--- config.mk ---
export PLATFORM = sky130hd
export DESIGN_NAME = bellek_bekleme_denetleyici
export DESIGN_NICKNAME = d
export VERILOG_FILES = /design/src/rtl/bellek_bekleme_denetleyici.sv
export SDC_FILE = /design/constraint.sdc
export NUM_CORES = 1
export LEC_CHECK = 0
export ABC_AREA = 1
export BUFFER_PORTS_ARGS = -buffer_cell sky130_fd_sc_hd__buf_2
export CORE_UTILIZATION = 46
export CTS_CLUSTER_DIAMETER = 200
export CTS_CLUSTER_SIZE = 16
export DETAILED_ROUTE_END_ITERATION = 10
export PLACE_DENSITY = 0.79
export SYNTH_ARGS = -nofsm -noshare
export SYNTH_HDL_FRONTEND = slang
export SYNTH_SLANG_ARGS = --single-unit
export TNS_END_PERCENT = 1
--- constraint.sdc ---
create_clock -name clk -period 3.8 [get_ports clk]
set_clock_uncertainty 0.15 [all_clocks]
set_input_delay 0.57 -clock clk [delete_from_list [all_inputs] [get_ports clk]]
set_output_delay 0.57 -clock clk [all_outputs]
set_load 0.02 [all_outputs]
--- src/rtl/bellek_bekleme_denetleyici.sv ---
// bellek_bekleme_denetleyici
// Wait-state memory controller between the processor (islemci) and a
// single-cycle memory array (anabellek). One request is accepted at a time,
// held for a programmable number of wait cycles, then performed in one cycle;
// completion is signalled by a one-cycle islemci_hazir pulse.
// Build option: define RASTGELE_GECIKME_EN to add 0..3 pseudo-random extra
// wait cycles per access, drawn from a 16-bit Galois LFSR.

module bellek_bekleme_denetleyici #(
   parameter int          ADRES_BIT  = 32,
   parameter int          VERI_BIT   = 32,
   parameter int          BEKLEME    = 3,
   parameter logic [15:0] LFSR_TOHUM = 16'hACE1
) (
   input  logic                 clk,
   input  logic                 rst,
   input  logic                 islemci_istek,
   input  logic                 islemci_yaz,
   input  logic [ADRES_BIT-1:0] islemci_adres,
   input  logic [VERI_BIT-1:0]  islemci_yaz_veri,
   output logic [VERI_BIT-1:0]  islemci_oku_veri,
   output logic                 islemci_hazir,
   output logic                 mesgul,
   output logic [ADRES_BIT-1:0] bellek_adres,
   output logic [VERI_BIT-1:0]  bellek_yaz_veri,
   output logic                 bellek_yaz,
   input  logic [VERI_BIT-1:0]  bellek_oku_veri
);

   // Address register comes out of reset pointing at the base of main memory
   localparam logic [ADRES_BIT-1:0] ADRES_SIFIR = ADRES_BIT'(64'h0000_0000_8000_0000);
   localparam logic [4:0]           BEKLEME_5   = 5'(BEKLEME);

   typedef enum logic [1:0] {
      BOSTA = 2'd0,
      BEKLE = 2'd1,
      TAMAM = 2'd2
   } durum_t;

   durum_t                r_durum;
   logic [4:0]            r_sayac;
   logic                  r_yaz;
   logic [ADRES_BIT-1:0]  r_adres;
   logic [VERI_BIT-1:0]   r_yaz_veri;
   logic [VERI_BIT-1:0]   r_oku_veri;
   logic                  r_hazir;
   logic                  r_mesgul;

   logic [1:0]            w_ek;
   logic [4:0]            w_yukle;
   logic                  w_erisim;

`ifdef RASTGELE_GECIKME_EN
   logic [15:0] r_lfsr;

   // Free-running Galois LFSR (x^16+x^14+x^13+x^11+1); restarts from the seed on reset
   always_ff @(posedge clk or posedge rst) begin
      if (rst) begin
         r_lfsr <= LFSR_TOHUM;
      end else begin
         r_lfsr <= {1'b0, r_lfsr[15:1]} ^ (r_lfsr[0] ? 16'hB400 : 16'h0000);
      end
   end

   assign w_ek = r_lfsr[1:0];
`else
   // Without random latency the seed has no effect; the extra term is always zero
   assign w_ek = LFSR_TOHUM[1:0] & 2'b00;
`endif

   // Counter load value: at most 15 + 3 = 18, fits the 5-bit counter without wrap
   assign w_yukle  = BEKLEME_5 + {3'b000, w_ek};

   // The single access cycle: last wait cycle of BEKLE
   assign w_erisim = (r_durum == BEKLE) && (r_sayac == 5'd0);

   assign bellek_yaz       = w_erisim && r_yaz;
   assign bellek_adres     = r_adres;
   assign bellek_yaz_veri  = r_yaz_veri;
   assign islemci_oku_veri = r_oku_veri;
   assign islemci_hazir    = r_hazir;
   assign mesgul           = r_mesgul;

   // Request FSM: accept in BOSTA, count down in BEKLE, pulse hazir in TAMAM
   always_ff @(posedge clk or posedge rst) begin
      if (rst) begin
         r_durum    <= BOSTA;
         r_sayac    <= 5'd0;
         r_yaz      <= 1'b0;
         r_adres    <= ADRES_SIFIR;
         r_yaz_veri <= '0;
         r_oku_veri <= '0;
         r_hazir    <= 1'b0;
         r_mesgul   <= 1'b0;
      end else begin
         case (r_durum)
            BOSTA: begin
               r_hazir <= 1'b0;
               if (islemci_istek) begin
                  // Acceptance edge: everything the access needs is frozen here
                  r_adres    <= islemci_adres;
                  r_yaz      <= islemci_yaz;
                  r_yaz_veri <= islemci_yaz_veri;
                  r_sayac    <= w_yukle;
                  r_mesgul   <= 1'b1;
                  r_durum    <= BEKLE;
               end
            end
            BEKLE: begin
               if (r_sayac != 5'd0) begin
                  r_sayac <= r_sayac - 5'd1;
               end else begin
                  // Memory read data is combinational, so it is valid in this cycle
                  if (!r_yaz) begin
                     r_oku_veri <= bellek_oku_veri;
                  end
                  r_hazir <= 1'b1;
                  r_durum <= TAMAM;
               end
            end
            TAMAM: begin
               // Requests presented during this cycle are deliberately not seen
               r_hazir  <= 1'b0;
               r_mesgul <= 1'b0;
               r_durum  <= BOSTA;
            end
            default: begin
               r_hazir  <= 1'b0;
               r_mesgul <= 1'b0;
               r_durum  <= BOSTA;
            end
         endcase
      end
   end

endmodule

Word level (Yosys, flattened, before mapping) --
Cells that the tools add are included.
Cells by class: $add $sub $neg 1, equal/unequal tests 4, multiplexer cells 10, bitwise operators 3, reduce and logical (&&, ||, !) cells 11
Operator list (count):
- 5-bit 2-to-1 mux | 2
- 5-bit one-hot mux with 2 select lines | 1
- 2-bit AND reduction | 3
- 3-bit AND reduction | 2
- 5-bit logical NOT | 1
- 5-bit nonzero test | 1
- 5-bit by 1-bit subtractor with 5-bit output (second input constant) | 1
- 2-bit 2-to-1 mux | 2
- 2-bit != test (second input constant) | 2
- 2-bit one-hot mux with 2 select lines | 1
- 1-bit 2-to-1 mux | 3
- 1-bit NOT | 3
- 2-bit by 1-bit == test with 1-bit output (second input constant) | 1
- 1-bit logical AND | 2
- 2-bit logical NOT | 1
- 2-bit by 1-bit != test with 1-bit output (second input constant) | 1
- 1-bit one-hot mux with 2 select lines | 1
- 2-bit nonzero test | 1
Word-level totals: flip-flop bits (word level) 106, output and inout bits 99, logic and storage cells 37

Logic depth before layout (Yosys ltp) --
Gate-level depths: netlist of run 1.
depth in word-level cells 3, depth in mapped cells 8, mapped depth without buffers 7

Worst setup path after synthesis of run 1 --
Ideal clock, no wire load.
kind reg-to-output, from register r_sayac[0], to output port bellek_yaz, data arrival time 1.251 ns, slack 1.829 ns, stages on the path, launching flop included 5, path buffers 0, cell sequence dfrtp_1 > inv_1 > ha_1 > nand3_2 > nor3_1
Between the ends: word-level cells in the longest chain between the ends 3
Ends and longest elaborated chain:
- start: declaration | line 41 | logic [4:0] r_sayac;
- start signal: assignment | line 104 | r_sayac <= w_yukle;
- start signal: assignment | line 111 | r_sayac <= r_sayac - 5'd1;
- 5-bit logical NOT | line 75 | assign w_erisim = (r_durum == BEKLE) && (r_sayac == 5'd0);
- 1-bit logical AND | line 75
- 1-bit logical AND | line 77 | assign bellek_yaz = w_erisim && r_yaz;
- end: declaration | line 26 | output logic bellek_yaz,
No other way between the ends.

Worst setup path after layout of run 1 --
Ends and elaborated chain as after synthesis.

==> reports/metrics.cfg, run 1 <==
[status]
status=complete, but fails checks
violations=design-rule violations

[placement]
dpl-instance-area_mm2=0.00524
dp_hpwl_mm=7.23
dp.cells=755
place_congestion=0.760
port_buffers=198

[synth]
yosys.area.top_type=dfrtp_1
yosysUniqueCellTypes=21
synth-seq-area-share=0.628
netlist_area_mm2=0.00423
synth_area_leaders=dfrtp_1 (62%), nand2_1 (21%), nand3_1 (7.8%), buf_6 (1.6%), buf_2 (1.1%)
netlist.area_leader.share=0.621
synthCells=471
ys_ff_latch=106
syn_avg_cell_area_um2=8.98
syn_nets=572
yosysWarnings=0

[timing]
rsz0062_at_grt=false
holdWs_ns=0.169
max_freq_mhz=434
finalSetupViolations=0
setup_tns_ns=0
relSlewSlack=0.241
finalHoldViolations=0
tightest_slew_ns=1.13
drv_slew=0
final.period_utilization=0.607
period_minus_slack_ns=2.31

[global_routing]
antenna_found_initial=0
first_global_vias=3653
grt_max_degree=65
grt_remaining_overflow=0
track_usage=0.223
grt_pass1_wl_mm=17.2

[detailed_routing]
wl_per_cell_um=13.3
avgViaCountPerCell=4.94
vias=3802
wl_met1_mm=4.28
dr.pass1.iters=8
route.met2.wl_mm=4.86
highest_layer=met4
wl_mm=10.3
wl_met3_um=965
ant_nets=0
drc=16
drtIter0Drc=199

[layout]
drive_above_1_share=0.350
fin_area_mm2=0.00544
final_cells=770
fill_cells=758
layout.cells.most_common=nand2_1
final_nets=759
insertedDiodeCount=0
syn_to_final_growth_pct=28.6
postLayoutCoreUtil=0.618
layout_common_cells=nand2_1 (233), buf_2 (198), dfrtp_1 (105)

[power]
ir_worst_vdd_mv=0.444
p_per_area_mw_per_mm2=906
leakagePower_nw=3.15

[setup_path]
end_kind=primary output
critical_path_class=reg2out
cp_max_fo=5
critPathSlowestCell=dfrtp_1
start_kind=flop
rr_worst_depth=6
reg2reg_to=islemci_oku_veri[28]
reg2reg_slack_ns=1.59
regToRegStartpoint=r_sayac[0]
worstPathArrival_ns=1.59
slowest_delay_ns=0.38
critPathRequiredTime_ns=3.08
cp_cell_sequence=inv_1 -> ha_1 -> nand3_2 -> nor3_1 -> buf_2

[run]
max_cap_viol_count=0

[cts]
numCtsBuffers=9
clockBufferDepth=2
holdBufCountCts=0
post_cts_buffers=0
cts_sinks=106
clock-root-buffer=clkbuf_8
clk_latency_ns=0.35
cts_resized=0
cts_tree=yes
clkTransAtPathRegs_ns=0.10
cts-htree-levels=3

[worst_hold_path]
hp-class=in2async

[floorplanning]
num_io_pins=199
die-area_mm2=0.00958
core-area_mm2=0.00881
fp.dieW_um=97.9
die_h_um=97.9
num_rows=34
start_util=0.480

## synth_stat cells
library cell	n
a21oi_1	4
buf_1	4
buf_2	9
buf_4	1
buf_6	6
clkbuf_1	7
dfrtp_1	105
dfstp_2	1
ha_1	1
inv_1	10
inv_2	2
nand2_1	234
nand2_2	5
nand3_1	66
nand3_2	1
nor2_1	6
nor2_2	1
nor2_4	1
nor3_1	1
nor3_4	1
o21ai_0	5
## worst max-delay path, delay by kind of cell, from the launching register on
family	cells	cell delay [ns]
flip-flops	1	0.38
AND/OR/NAND/NOR	2	0.33
buffers and inverters	2	0.30
adder cells (fa/ha/maj)	1	0.21
## registers in the layout (all words and copies together), names as in the netlist
| signal | flops |
|---|---|
| islemci_hazir | 1 |
| r_durum | 2 |
| mesgul | 1 |
| r_yaz | 1 |
| bellek_yaz_veri | 32 |
| r_sayac | 5 |
| islemci_oku_veri | 32 |
| bellek_adres | 32 |
## final cells by class
type                    instances  area [um^2]  share of cell area
repair buffers                203         1030               0.189
inverters                      12         47.5             0.00874
flip-flops and latches        106         2650               0.488
clock buffers                  11          141              0.0260
well taps                     108          135              0.0249
clock inverters                 4         52.6             0.00966
multi-input cells             326         1380               0.254
## per-stage QoR
stage	setup WS [ns]	total power [mW]
2_1_floorplan	0.293	3.47
3_3_place_gp	1.69	4.18
3_5_place_dp	1.59	4.26
4_1_cts	1.49	4.96
5_1_grt	1.28	5.29
6_report	1.49	4.92
## how the worst max path moves through the flow
stage                           from              endpoint  cells past startpoint
after CTS                 r_sayac[0]            bellek_yaz                      5
after global placement    r_sayac[0]  islemci_oku_veri[20]                      6
after floorplan                  rst       bellek_adres[0]                      1
after detailed placement  r_sayac[0]  islemci_oku_veri[28]                      6
final                     r_sayac[0]            bellek_yaz                      5
after global routing      r_sayac[0]  islemci_oku_veri[28]                      6
## power breakdown
part	leakage (nW)	internal (mW)	switching, mW
Sequential	1.28	1.67	0.307
Clock	0.0877	0.320	0.373
Combinational	1.78	0.712	1.54
Total	3.15	2.70	2.22
## cells by family after synthesis
kind of cell             share of synthesized area
AND/OR/NAND/NOR                              0.310
buffers and inverters                       0.0488
AO/OA/AOI/OAI                               0.0107
flip-flops                                   0.628
adder cells (fa/ha/maj)                    0.00296
## per-layer routing
| metal | track usage | vias up |
|---|---|---|
| met5 | 0 | - |
| met4 | 0.0851 | 0 |
| met3 | 0.0594 | 15 |
| met2 | 0.364 | 177 |
| met1 | 0.286 | 1771 |
| li1 | - | 1839 |
Power figures use the tool's default switching activity.
==> run 2: changes to the inputs <==
--- a/config.mk
+++ b/config.mk
@@ -7,11 +7,11 @@
 export LEC_CHECK = 0
 export ABC_AREA = 1
 export BUFFER_PORTS_ARGS = -buffer_cell sky130_fd_sc_hd__buf_2
-export CORE_UTILIZATION = 46
+export CORE_UTILIZATION = 42
 export CTS_CLUSTER_DIAMETER = 200
 export CTS_CLUSTER_SIZE = 16
 export DETAILED_ROUTE_END_ITERATION = 10
-export PLACE_DENSITY = 0.79
+export PLACE_DENSITY = 0.76
 export SYNTH_ARGS = -nofsm -noshare
 export SYNTH_HDL_FRONTEND = slang
 export SYNTH_SLANG_ARGS = --single-unit
==> constraint.sdc (replaced) <==
create_clock -name clk -period 2.05 [get_ports clk]
set_clock_uncertainty 0.15 [all_clocks]
set_input_delay 0.3075 -clock clk [delete_from_list [all_inputs] [get_ports clk]]
set_output_delay 0.3075 -clock clk [all_outputs]
set_load 0.02 [all_outputs]
==> run 2 against run 1 <==
Net effect: the run now ends clean; total power is 86% higher; cell count up 9.0%; clock power is 75% higher; critical path depth is the same; hold slack worse by 0.15 ns; combinational power increased by 91%; count of clock-buffer cells in the layout grew 3; utilization down 1.3 points; critical path type unchanged; critical endpoint unchanged; highest routed layer unchanged.
==> reports/metrics.cfg, run 2 (same netlist as run 1, synthesis figures left out) <==
[status]
status=finished, final reports clean

[global_routing]
grt_remaining_overflow=0
track_usage=0.215
antenna_found_initial=0
grt_pass1_wl_mm=17.2
first_global_vias=3821
grt_max_degree=68

[cts]
clock-root-buffer=clkbuf_8
cts_sinks=106
clk_latency_ns=0.35
clockBufferDepth=2
cts-htree-levels=3
post_cts_buffers=0
cts_tree=yes
clkTransAtPathRegs_ns=0.10
numCtsBuffers=9

[run]
max_cap_viol_count=0

[timing]
final.period_utilization=0.945
period_minus_slack_ns=1.94
drv_slew=0
finalSetupViolations=0
rsz0062_at_grt=false
worst_slack_ns=0.113
finalHoldViolations=0
max_freq_mhz=516
tightest_slew_ns=0.565
relSlewSlack=0.622
setup_tns_ns=0

[layout]
fill_cells=845
final_nets=802
layout_common_cells=nand2_1 (233), buf_2 (197), dfrtp_1 (105)
drive_above_1_share=0.337
insertedDiodeCount=0
layout.cells.most_common=nand2_1
syn_to_final_growth_pct=39.7

[power]
pwr-share-comb=0.471
p_sw_mw=4.13
p_sw_frac=0.450
p_per_area_mw_per_mm2=1550
clkPwrFrac=0.132
ir_worst_vdd_mv=0.775
seqPwrFrac=0.397
intPower_mw=5.04
leakagePower_nw=3.34

[setup_path]
start_kind=flop
reg2reg_slack_ns=0.22
regToRegStartpoint=r_sayac[0]
critical_path_class=reg2out
end_kind=primary output
cp_max_fo=5
cp-startpoint=r_sayac[0]
worstPathArrival_ns=1.48
reg2reg_to=islemci_oku_veri[17]
endpoint=bellek_yaz
rr_worst_depth=7
critPathRequiredTime_ns=1.59

[floorplanning]
die_h_um=102
num_rows=36
core-area_mm2=0.00977
fp.dieW_um=102
num_io_pins=199
die-area_mm2=0.0105
start_util=0.433

[placement]
dp_hpwl_mm=7.43
place_congestion=0.778
port_buffers=198
pre_cts_ws_ns=0.201

[worst_hold_path]
hp-class=in2reg

[detailed_routing]
dr.pass1.iters=6
ant_nets=0
wl_mm=11.3
vias=3961
avgViaCountPerCell=4.72
drtIter0Drc=107
wl_per_cell_um=13.5
drc=0

## run 2: changes by cell type in the layout (fill, tap and decap cells not counted), moves of 2 or more
cell	delta
buf_4	+4
clkinvlp_4	-2
clkinv_2	+2
dlygate4sd3_1	+39
clkbuf_8	+2
## run 2: final cells by class
class                   count  area (um^2)  area share
multi-input cells         326         1390       0.236
repair buffers            246         1460       0.248
well taps                 133          166      0.0282
inverters                  12         48.8     0.00826
flip-flops and latches    106         2650       0.449
clock inverters             2         10.0     0.00169
clock buffers              14          173      0.0292
## run 2: worst max-delay path, cell delays in order, from the launching register on
cell	delay, ns
dfrtp_1	0.39
inv_1	0.09
ha_2	0.22
nand3_4	0.12
nor3_2	0.14
buf_4	0.17
## run 2: what timing repair did
action | CTS | global route
hold endpoints to repair | 143 | 0
gates resized for setup | 2 | 2
endpoints found under the setup margin | 1 | 1
cloned | 0 | 0
hold buffers | 39 | 0
## run 2: stage by stage
stage	utilization	hold WS, ns	total power [mW]	cell area (um^2)	cells
6_report	0.605	0.0216	9.18	5910	839
5_1_grt	0.605	0.00850	9.87	5910	839
4_1_cts	0.604	0.000147	9.21	5900	839
3_5_place_dp	0.544	0.300	7.91	5320	784
3_3_place_gp	0.544	0.285	7.78	5320	784
2_1_floorplan	-	0.261	6.43	4230	471
## run 2: layer usage
layer | track usage | vias up | share of wire
met5 | 0 | - | 0
met4 | 0.101 | 0 | 0.025
met3 | 0.0602 | 27 | 0.083
met2 | 0.372 | 177 | 0.48
met1 | 0.246 | 1827 | 0.41
li1 | - | 1930 | -
## run 2: power groups by stage
stage	Clock (mW)	Sequential (mW)	Combinational, mW
finish	1.21	3.64	4.32
global route	1.32	3.76	4.79
CTS	1.25	3.63	4.33
detailed placement	0	3.65	4.27
global placement	0	3.63	4.15
floorplan	0	4.80	1.63
## run 2: how the worst min path moves through the flow
stage,from,end,slack (ns),cells after the start
3_5_place_dp,rst,islemci_oku_veri[24],0.30,3
2_1_floorplan,bellek_oku_veri[5],islemci_oku_veri[5],0.26,2
4_1_cts,islemci_yaz_veri[5],bellek_yaz_veri[5],0.0001,3
5_1_grt,islemci_yaz_veri[13],bellek_yaz_veri[13],0.008,3
6_report,islemci_adres[11],bellek_adres[11],0.02,3
3_3_place_gp,rst,bellek_yaz_veri[3],0.29,3
==> run 3: changes to the inputs <==
==> config.mk (replaced) <==
export PLATFORM = sky130hd
export DESIGN_NAME = bellek_bekleme_denetleyici
export DESIGN_NICKNAME = d
export VERILOG_FILES = /design/src/rtl/bellek_bekleme_denetleyici.sv
export SDC_FILE = /design/constraint.sdc
export NUM_CORES = 1
export LEC_CHECK = 0
export ABC_AREA = 1
export CORE_UTILIZATION = 55
export CTS_CLUSTER_DIAMETER = 200
export CTS_CLUSTER_SIZE = 16
export DETAILED_ROUTE_END_ITERATION = 10
export DONT_BUFFER_PORTS = 1
export PLACE_DENSITY = 0.73
export SYNTH_ARGS = -nofsm -noshare
export SYNTH_HDL_FRONTEND = slang
export SYNTH_SLANG_ARGS = --single-unit
==> run 3 against run 2 <==
Net effect: hold slack gained 0.15 ns; fmax grew 0.78%; non-clock buffer count shrank 139; first-iteration DRC count grew 80%; combinational power shrank 49%.
==> reports/metrics.cfg, run 3 (same netlist as run 1, synthesis figures left out) <==
[status]
status=finished, final reports clean

[timing]
finalSetupViolations=0
final.period_utilization=0.938
relSlewSlack=0.582
period_minus_slack_ns=1.92
rsz0062_at_grt=false
max_freq_mhz=520
finalHoldViolations=0
setup_tns_ns=0
worst_slack_ns=0.128
tightest_slew_ns=0.628
drv_slew=0

[floorplanning]
num_io_pins=199
die_h_um=89.7
num_rows=31
die-area_mm2=0.00804
start_util=0.577
fp.dieW_um=89.7
core-area_mm2=0.00733

[cts]
cts_sinks=106
clock-root-buffer=clkbuf_8
clkTransAtPathRegs_ns=0.10
numCtsBuffers=9
cts_tree=yes
cts-htree-levels=3
clk_latency_ns=0.35
post_cts_buffers=0
clockBufferDepth=2

[layout]
layout_common_cells=nand2_1 (233), dfrtp_1 (105), dlygate4sd3_1 (98)
insertedDiodeCount=0
final_nets=663
drive_above_1_share=0.0705
fill_cells=469
syn_to_final_growth_pct=29.8
layout.cells.most_common=nand2_1

[power]
ir_worst_vdd_mv=0.865
clkPwrFrac=0.136
leakagePower_nw=2.78
pwr-share-comb=0.261
intPower_mw=4.34
p_sw_mw=4.07
p_sw_frac=0.484
p_per_area_mw_per_mm2=1530
seqPwrFrac=0.603

[global_routing]
grt_max_degree=65
grt_pass1_wl_mm=15.8
antenna_found_initial=0
track_usage=0.265
grt_remaining_overflow=0
first_global_vias=3362

[setup_path]
critical_path_class=reg2out
start_kind=flop
cp_max_fo=5
critPathRequiredTime_ns=1.59
end_kind=primary output
worstPathArrival_ns=1.46

[detailed_routing]
vias=3532
wl_met1_mm=4.33
avgViaCountPerCell=5.30
dr.pass1.iters=4
ant_nets=0
wl_per_cell_um=16.5
route.met2.wl_mm=5.45
drc=0
wl_met3_mm=1.03
wl_mm=11.0
highest_layer=met4
drtIter0Drc=193

[worst_hold_path]
hp-class=in2reg

[placement]
pre_cts_ws_ns=0.168
dp_hpwl_mm=6.46
place_congestion=0.739
port_buffers=0

[run]
max_cap_viol_count=0

## run 3: power by group through the flow
stage	sequential (mW)	combinational, mW	clock, mW
2_1_floorplan	4.80	1.63	0
3_3_place_gp	5.05	1.80	0
3_5_place_dp	5.06	1.96	0
4_1_cts	5.04	2.12	1.18
5_1_grt	5.19	2.52	1.25
6_report	5.07	2.20	1.15
## run 3: through the flow
stage / instances / total power, mW / hold slack [ns] / util / area [um^2]
CTS: 666 / 8.34 / 0.146 / 0.746 / 5470
global route: 666 / 8.95 / 0.169 / 0.749 / 5490
global placement: 551 / 6.85 / 0.0415 / 0.585 / 4290
floorplan: 471 / 6.43 / 0.261 / - / 4230
detailed placement: 551 / 7.03 / 0.0513 / 0.585 / 4290
finish: 666 / 8.42 / 0.174 / 0.749 / 5490
## run 3: cell type report
type                            count  area [um^2]  share of cell area
Clock buffer                       10          128              0.0233
Clock inverter                      6         42.5             0.00775
Inverter                           12         48.8             0.00889
Multi-Input combinational cell    326         1400               0.255
Sequential cell                   106         2650               0.483
Tap cell                           99          124              0.0226
Timing Repair Buffer              107         1090               0.199
## run 3: path summary, 6_finish.rpt
path | start | end | slack [ns] | depth (start not counted)
worst min register to register | r_sayac[0] | r_sayac[0] | 0.37 | 2
worst max-delay path | r_sayac[0] | bellek_yaz | 0.13 | 5
max in group asynchronous | rst | bellek_adres[7] | 0.86 | 3
worst max register to register | r_sayac[0] | islemci_oku_veri[8] | 0.26 | 7
min in group asynchronous | rst | r_sayac[1] | 0.29 | 2
worst min-delay path | islemci_istek | bellek_adres[31] | 0.17 | 3
## run 3: timing repair
action | in CTS | in global routing
hold buffers | 99 | 0
hold endpoints to repair | 112 | 0
resized for setup | 0 | 3
setup endpoints to repair | 0 | 1
## run 3: worst max-delay path, stage by stage (launching register included)
cell and delay [ns]:
dfrtp_1 0.39, inv_1 0.13, ha_4 0.17, nand3_4 0.10, nor3_1 0.15, buf_4 0.17
## run 3: per-layer routing
layer / GRT usage / vias up
li1: - / 1650
met1: 0.308 / 1666
met2: 0.456 / 198
met3: 0.0740 / 18
met4: 0.123 / 0
met5: 0 / -
